[src/rtl/video_signal_generator.sv]
// Video timing generator: pixel/line counters with sync, data-enable and
// new-frame decodes. All decodes are combinational from the counter
// registers, so every output describes the same pixel in the same cycle.
// Optional feature: define VSG_FRAME_COUNTER_EN to build the frame counter
// on o_fc; without it o_fc is tied to zero and no register is built.
module video_signal_generator #(
    parameter int ACTIVE_H_PIXELS = 1280,
    parameter int H_FRONT_PORCH   = 110,
    parameter int H_SYNCH_WIDTH   = 40,
    parameter int H_BACK_PORCH    = 220,
    parameter int ACTIVE_LINES    = 720,
    parameter int V_FRONT_PORCH   = 5,
    parameter int V_SYNCH_WIDTH   = 5,
    parameter int V_BACK_PORCH    = 20,
    parameter int FPS             = 60,
    localparam int H_TOTAL = ACTIVE_H_PIXELS + H_FRONT_PORCH + H_SYNCH_WIDTH + H_BACK_PORCH,
    localparam int V_TOTAL = ACTIVE_LINES + V_FRONT_PORCH + V_SYNCH_WIDTH + V_BACK_PORCH,
    localparam int SX_W    = $clog2(H_TOTAL),
    localparam int SY_W    = $clog2(V_TOTAL),
    localparam int FC_W    = $clog2(FPS)
) (
    input  logic            i_clk_pxl,
    input  logic            i_reset,
    output logic [SX_W-1:0] o_sx,
    output logic [SY_W-1:0] o_sy,
    output logic            o_hsync,
    output logic            o_vsync,
    output logic            o_de,
    output logic            o_nf,
    output logic [FC_W-1:0] o_fc
);

    // Last counter values before wrap.
    localparam logic [SX_W-1:0] H_LAST = SX_W'(H_TOTAL - 1);
    localparam logic [SY_W-1:0] V_LAST = SY_W'(V_TOTAL - 1);

    // Region boundaries are one bit wider than the counters: an end bound can
    // equal H_TOTAL/V_TOTAL, which may not fit in the counter width.
    localparam logic [SX_W:0] H_ACTIVE_END = (SX_W+1)'(ACTIVE_H_PIXELS);
    localparam logic [SX_W:0] H_SYNC_BEGIN = (SX_W+1)'(ACTIVE_H_PIXELS + H_FRONT_PORCH);
    localparam logic [SX_W:0] H_SYNC_END   = (SX_W+1)'(ACTIVE_H_PIXELS + H_FRONT_PORCH + H_SYNCH_WIDTH);
    localparam logic [SY_W:0] V_ACTIVE_END = (SY_W+1)'(ACTIVE_LINES);
    localparam logic [SY_W:0] V_SYNC_BEGIN = (SY_W+1)'(ACTIVE_LINES + V_FRONT_PORCH);
    localparam logic [SY_W:0] V_SYNC_END   = (SY_W+1)'(ACTIVE_LINES + V_FRONT_PORCH + V_SYNCH_WIDTH);

    logic [SX_W:0] sx_ext;
    logic [SY_W:0] sy_ext;
    logic          frame_wrap;

    assign sx_ext     = {1'b0, o_sx};
    assign sy_ext     = {1'b0, o_sy};
    assign frame_wrap = (o_sx == H_LAST) && (o_sy == V_LAST);

    // Raster position: pixel counter every clock, line counter on pixel wrap.
    always_ff @(posedge i_clk_pxl or posedge i_reset) begin
        if (i_reset) begin
            o_sx <= '0;
            o_sy <= '0;
        end else if (o_sx == H_LAST) begin
            o_sx <= '0;
            if (o_sy == V_LAST) begin
                o_sy <= '0;
            end else begin
                o_sy <= o_sy + SY_W'(1);
            end
        end else begin
            o_sx <= o_sx + SX_W'(1);
        end
    end

    assign o_hsync = (sx_ext >= H_SYNC_BEGIN) && (sx_ext < H_SYNC_END);
    assign o_vsync = (sy_ext >= V_SYNC_BEGIN) && (sy_ext < V_SYNC_END);
    assign o_de    = (sx_ext < H_ACTIVE_END) && (sy_ext < V_ACTIVE_END);
    assign o_nf    = (o_sx == '0) && (o_sy == '0);

`ifdef VSG_FRAME_COUNTER_EN
    localparam logic [FC_W-1:0] FC_LAST = FC_W'(FPS - 1);

    logic [FC_W-1:0] fc;

    // Frame counter advances on the edge that returns the raster to (0,0).
    always_ff @(posedge i_clk_pxl or posedge i_reset) begin
        if (i_reset) begin
            fc <= '0;
        end else if (frame_wrap) begin
            if (fc == FC_LAST) begin
                fc <= '0;
            end else begin
                fc <= fc + FC_W'(1);
            end
        end
    end

    assign o_fc = fc;
`else
    logic unused_frame_wrap;

    assign unused_frame_wrap = frame_wrap;
    assign o_fc              = '0;
`endif

endmodule

[config.mk]
export PLATFORM = sky130hd
export DESIGN_NAME = video_signal_generator
export DESIGN_NICKNAME = d
export VERILOG_FILES = /design/src/rtl/video_signal_generator.sv
export SDC_FILE = /design/constraint.sdc
export NUM_CORES = 1
export LEC_CHECK = 0
export CAP_MARGIN = 10
export CORE_MARGIN = 2
export CORE_UTILIZATION = 50
export CTS_CLUSTER_DIAMETER = 40
export DETAILED_ROUTE_END_ITERATION = 7
export GPL_ROUTABILITY_DRIVEN = 0
export PLACE_DENSITY = 0.8
export SLEW_MARGIN = 25
export SYNTH_ARGS = -nofsm -noshare
export SYNTH_HDL_FRONTEND = slang
export SYNTH_SLANG_ARGS = --single-unit
[constraint.sdc]
create_clock -name i_clk_pxl -period 1.9 [get_ports i_clk_pxl]
set_input_delay 0.285 -clock i_clk_pxl [delete_from_list [all_inputs] [get_ports i_clk_pxl]]
set_output_delay 0.285 -clock i_clk_pxl [all_outputs]
set_load 0.005 [all_outputs]
### Word-level counts from Yosys, hierarchy flattened

Cells that the tools add are included.

| cells by class | value |
|---|---|
| add/sub/neg operators | 2 |
| $lt $le $gt $ge | 6 |
| eq/ne operators | 2 |
| mux-type cells | 2 |
| reduce and logical (&&, ||, !) cells | 6 |

Operators with widths:

| cell | count |
|---|---|
| $lt 11x11->1 const B | 2 |
| $lt 10x10->1 const B | 2 |
| $add 11x1->11 const B | 1 |
| $eq 11x11->1 const B | 1 |
| $ge 11x11->1 const B | 1 |
| $logic_not 11->1 | 1 |
| $mux 11 | 1 |
| $add 10x1->10 const B | 1 |
| $eq 10x10->1 const B | 1 |
| $ge 10x10->1 const B | 1 |
| $logic_not 10->1 | 1 |
| $mux 10 | 1 |
| $logic_and 1x1->1 | 4 |

| storage, ports and cells | value |
|---|---|
| flip-flop bits (word level) | 21 |
| bits of input ports | 2 |
| output and inout port bits | 31 |
| logic and storage cells | 20 |

### Logic depth before layout (Yosys ltp)

| logic depth | value |
|---|---|
| depth after elaboration | 2 |
| gate-level depth with buffers | 8 |
| depth with buffers taken out | 6 |

### Worst setup path after synthesis

Ideal clock, no wire load.

| path | value |
|---|---|
| path kind | register -> register |
| from | reg o_sx[1] |
| to | reg o_sy[8] |
| setup time | 0.125 ns |
| arrival time | 1.561 ns |
| required time | 1.775 ns |
| path slack | 0.214 ns |
| cell stages (with the launch flop) | 7 |
| path buffers | 0 |
| period minus slack after synthesis | 1.686 ns |
| cells stage by stage | dfrtp_1 inv_1 ha_1 and4b_4 nand3_4 nor4_2 mux2_2 |

| between the ends | value |
|---|---|
| longest elaborated chain between the ends | 1 |

RTL lines:

| element | line | RTL |
|---|---|---|
| from (decl) | 24 | `output logic [SX_W-1:0] o_sx,` |
| from (signal assigned) | 67 | `o_sx <= o_sx + SX_W'(1);` |
| $eq 11x11->1 | 59 | `end else if (o_sx == H_LAST) begin` |
| to (signal assigned) | 64 | `o_sy <= o_sy + SY_W'(1);` |
| to (decl) | 25 | `output logic [SY_W-1:0] o_sy,` |

Every way passes these cells.
A chain may end at the register's enable or synchronous reset.

### Worst setup path after layout

| path | value |
|---|---|
| from | reg o_sy[8] |
| to | out o_nf |

| between the ends | value |
|---|---|
| longest elaborated chain between the ends | 2 |

RTL lines:

| element | line | RTL |
|---|---|---|
| $logic_not 10->1 | 74 | `assign o_nf = (o_sx == '0) && (o_sy == '0);` |
| $logic_and 1x1->1 | 74 |  |
| to (decl) | 29 | `output logic o_nf,` |

Every way passes these cells.

==> flow_summary.yaml <==
status:
  outcome: "complete, no violations"
routing:
  num_vias: 1293
  drt_iter0_markers: 48
  viasPerCell: 5.50
  wl_met1_um: 1430
  wl_per_cell_um: 14.0
  drtPass1Iterations: 4
  ant_nets: 0
  met2_length_um: 1640
  wirelength_um: 3300
  top_layer_used: "met4"
  wl_met3_um: 150
  drc: 0
pwr:
  p_int_w: 0.000533
  swShare_pct: 23.4
  power.share.sequential_pct: 64.3
  p_clk_share_pct: 33.5
  irDropWorstVdd_uv: 304
  pwr-share-comb_pct: 2.2
  p_leak_nw: 0.852
  p_total_w: 0.000695
  switchingPower_w: 0.000163
  power.density_nw_per_um2: 369
clock_network:
  clkSinkCount: 21
  cts_max_level: 1
  clk_pin_slew_ns: 0.13
  insertion_delay_ns: 0.33
  cts_buffer_depth: 2
  cts_root_buf: "clkbuf_4"
  cts_tree: "done"
  holdBufCountCts: 0
  cts_buffers: 3
critical_path:
  r2r_start: "o_sx[0]$_DFF_PP0_"
  slowest_stage: "dfrtp_1"
  crit_fanout: 4
  crit_family: "simple AND/OR/NAND/NOR gates"
  reg2reg_slack_ns: 0.12
  cp_data_arrival_time_ns: 1.61
  crit_chain: "buf_4 > nor4_1 > nand3_1 > nor2_1 > buf_2"
  worstSetupStartpointType: "register"
  crit_buf_inv: 2
  critical_path.max_stage_delay_ns: 0.41
  r2r_end: "o_sy[9]$_DFFE_PP0N_"
  crit_type: "register to output pin"
  worst-endpoint-required_ns: 1.62
  r2r_cells: 7
  crit_path_end_kind: "output pin"
place:
  placedCellCount: 228
  port_buffers: 26
  hpwl_um: 2490
floorplan:
  die_h_um: 57.5
  start_util_pct: 52.4
  num_rows: 19
  core_um2: 2730
  io_pins: 33
  die_area_um2: 3310
  die_x_um: 57.5
synth:
  synthAdderAreaFrac_pct: 6.99
  async_reset_ff_share_pct: 100
  syn_area_um2: 1430
  synth-xor-area-share_pct: 4.28
  synth.largest_area_cell: "dfrtp_1"
  synth_enable_flop_cells: 0
  synth-seq-cells: 21
  ys.flop_type: "dfrtp_1"
  synth_top_family_by_area: "simple AND/OR/NAND/NOR gates"
  synth_area_leaders: "dfrtp_1 37%, ha_1 7.0%, nor2_1 3.9%"
  synthSimpleGateAreaFrac_pct: 28.8
  synth_seq_area_share_pct: 36.7
  syn_avg_cell_area_um2: 9.29
  synthMuxAreaShare_pct: 2.97
  ys_warn_count: 0
  ys_types: 40
  synth_compound_area_share_pct: 9.88
  synth_top_area_share_pct: 36.7
  synthCells: 154
grt:
  grt-ovfl-total: 0
  grtUsageTotal_pct: 22.4
  grt_pass1_wl_um: 5800
  grt_max_degree: 22
  antenna_found_initial: 0
  grt_pass1_vias: 1308
timing:
  fin_skew_ns: 0.0194
  rsz0062_at_grt: "true"
  setup_violations: 0
  period_share_pct: 99.5
  hold_viol: 0
  post-route-min-period_ns: 1.89
  slew_viol_final: 0
  max_freq_ghz: 0.529
worst_hold_path:
  holdCritPathClass: "input port to asynchronous set/reset pin"
finish:
  area_growth_pct: 31.5
  fill_cells: 210
  antennaDiodeCount: 0
  fin_cells: 235
  final_common_cell: "buf_4"
  drive_gt1_share_pct: 24.5
  nNetsFinal: 215
  final_cell_mix: "28 x buf_4, 22 x clkdlybuf4s50_1, 21 x dfrtp_1"
run:
  cap_violations: 0
worst max path at each step:
stage / from / endpoint / slack [ns] / depth (start not counted)
after global placement: o_sx[0]$_DFF_PP0_ / o_hsync / -0.04 / 7
after global routing: o_sx[0]$_DFF_PP0_ / o_hsync / -0.09 / 7
final: o_sy[8]$_DFFE_PP0N_ / o_nf / 0.01 / 5
after floorplan: o_sx[1]$_DFF_PP0_ / o_sy[8]$_DFFE_PP0N_ / 0.21 / 6
after detailed placement: o_sx[0]$_DFF_PP0_ / o_hsync / -0.09 / 7
after CTS: o_sx[0]$_DFF_PP0_ / o_nf / -0.05 / 7
registers in the layout, summed over array words and instances (netlist names):
signal  cells
o_sx       11
o_sy       10
worst min-delay path: stages:
cell,delay [ns]
clkdlybuf4s50_1,0.40
inv_1,0.05
buf_4,0.27
through the flow:
stage	util (%)	hold slack [ns]	cell area [um2]	worst slack, ns	TNS (ns)
floorplan	-	0.262	1450	0.214	0
global placement	66.7	0.544	1820	-0.0444	-0.0444
detailed placement	66.7	0.558	1820	-0.0864	-0.113
CTS	68.3	0.299	1870	-0.0459	-0.0459
global route	68.8	0.325	1880	-0.0857	-0.161
finish	68.8	0.268	1880	0.00956	0
Yosys cell counts, types with 3 or more instances:
cell type,n
a21o_1,5
and2_1,4
and3_1,4
buf_4,6
buf_6,3
dfrtp_1,21
ha_1,8
inv_1,8
nand2_1,13
nand3_1,9
nand4_1,5
nor2_1,15
nor3_1,3
nor4_1,4
o21ai_0,9
xnor2_1,5
final cells by class:
| class | count | area (um2) | share of cell area (%) |
|---|---|---|---|
| well taps | 31 | 38.8 | 2.06 |
| repair buffers | 54 | 454 | 24.1 |
| flip-flops and latches | 21 | 526 | 27.9 |
| clock buffers | 4 | 26.3 | 1.40 |
| inverters | 8 | 30.0 | 1.60 |
| multi-input cells | 117 | 807 | 42.9 |
logic make-up (layout without fill, tap and decap cells):
logic type	after synthesis	after routing
and+or+nand+nor	70	70
AOI/OAI and AO/OA	22	22
DFF	21	21
buffers and inverters	21	66
adders and majority gates	8	8
xor gates and xnor gates	7	7
muxes	4	4
other	1	6
metal layers:
| metal | track usage, % | vias up |
|---|---|---|
| met5 | 0 | - |
| met4 | 9.63 | 0 |
| met3 | 1.59 | 7 |
| met2 | 36.9 | 39 |
| met1 | 30.3 | 621 |
| li1 | - | 626 |
repair_timing:
item / CTS / global route
pin swaps: 5 / 2
setup buffers: 3 / 0
resized for setup: 15 / 5
setup endpoints to repair: 4 / 3
power groups by stage:
stage / combinational (W) / sequential, W / clock (W)
after detailed placement: 0.0000160 / 0.000455 / 0
final: 0.0000151 / 0.000447 / 0.000233
after CTS: 0.0000159 / 0.000447 / 0.000229
after global routing: 0.0000182 / 0.000447 / 0.000250
after global placement: 0.0000156 / 0.000455 / 0
after floorplan: 0.0000182 / 0.000455 / 0
Note: power is estimated with default switching activity, not from simulation.
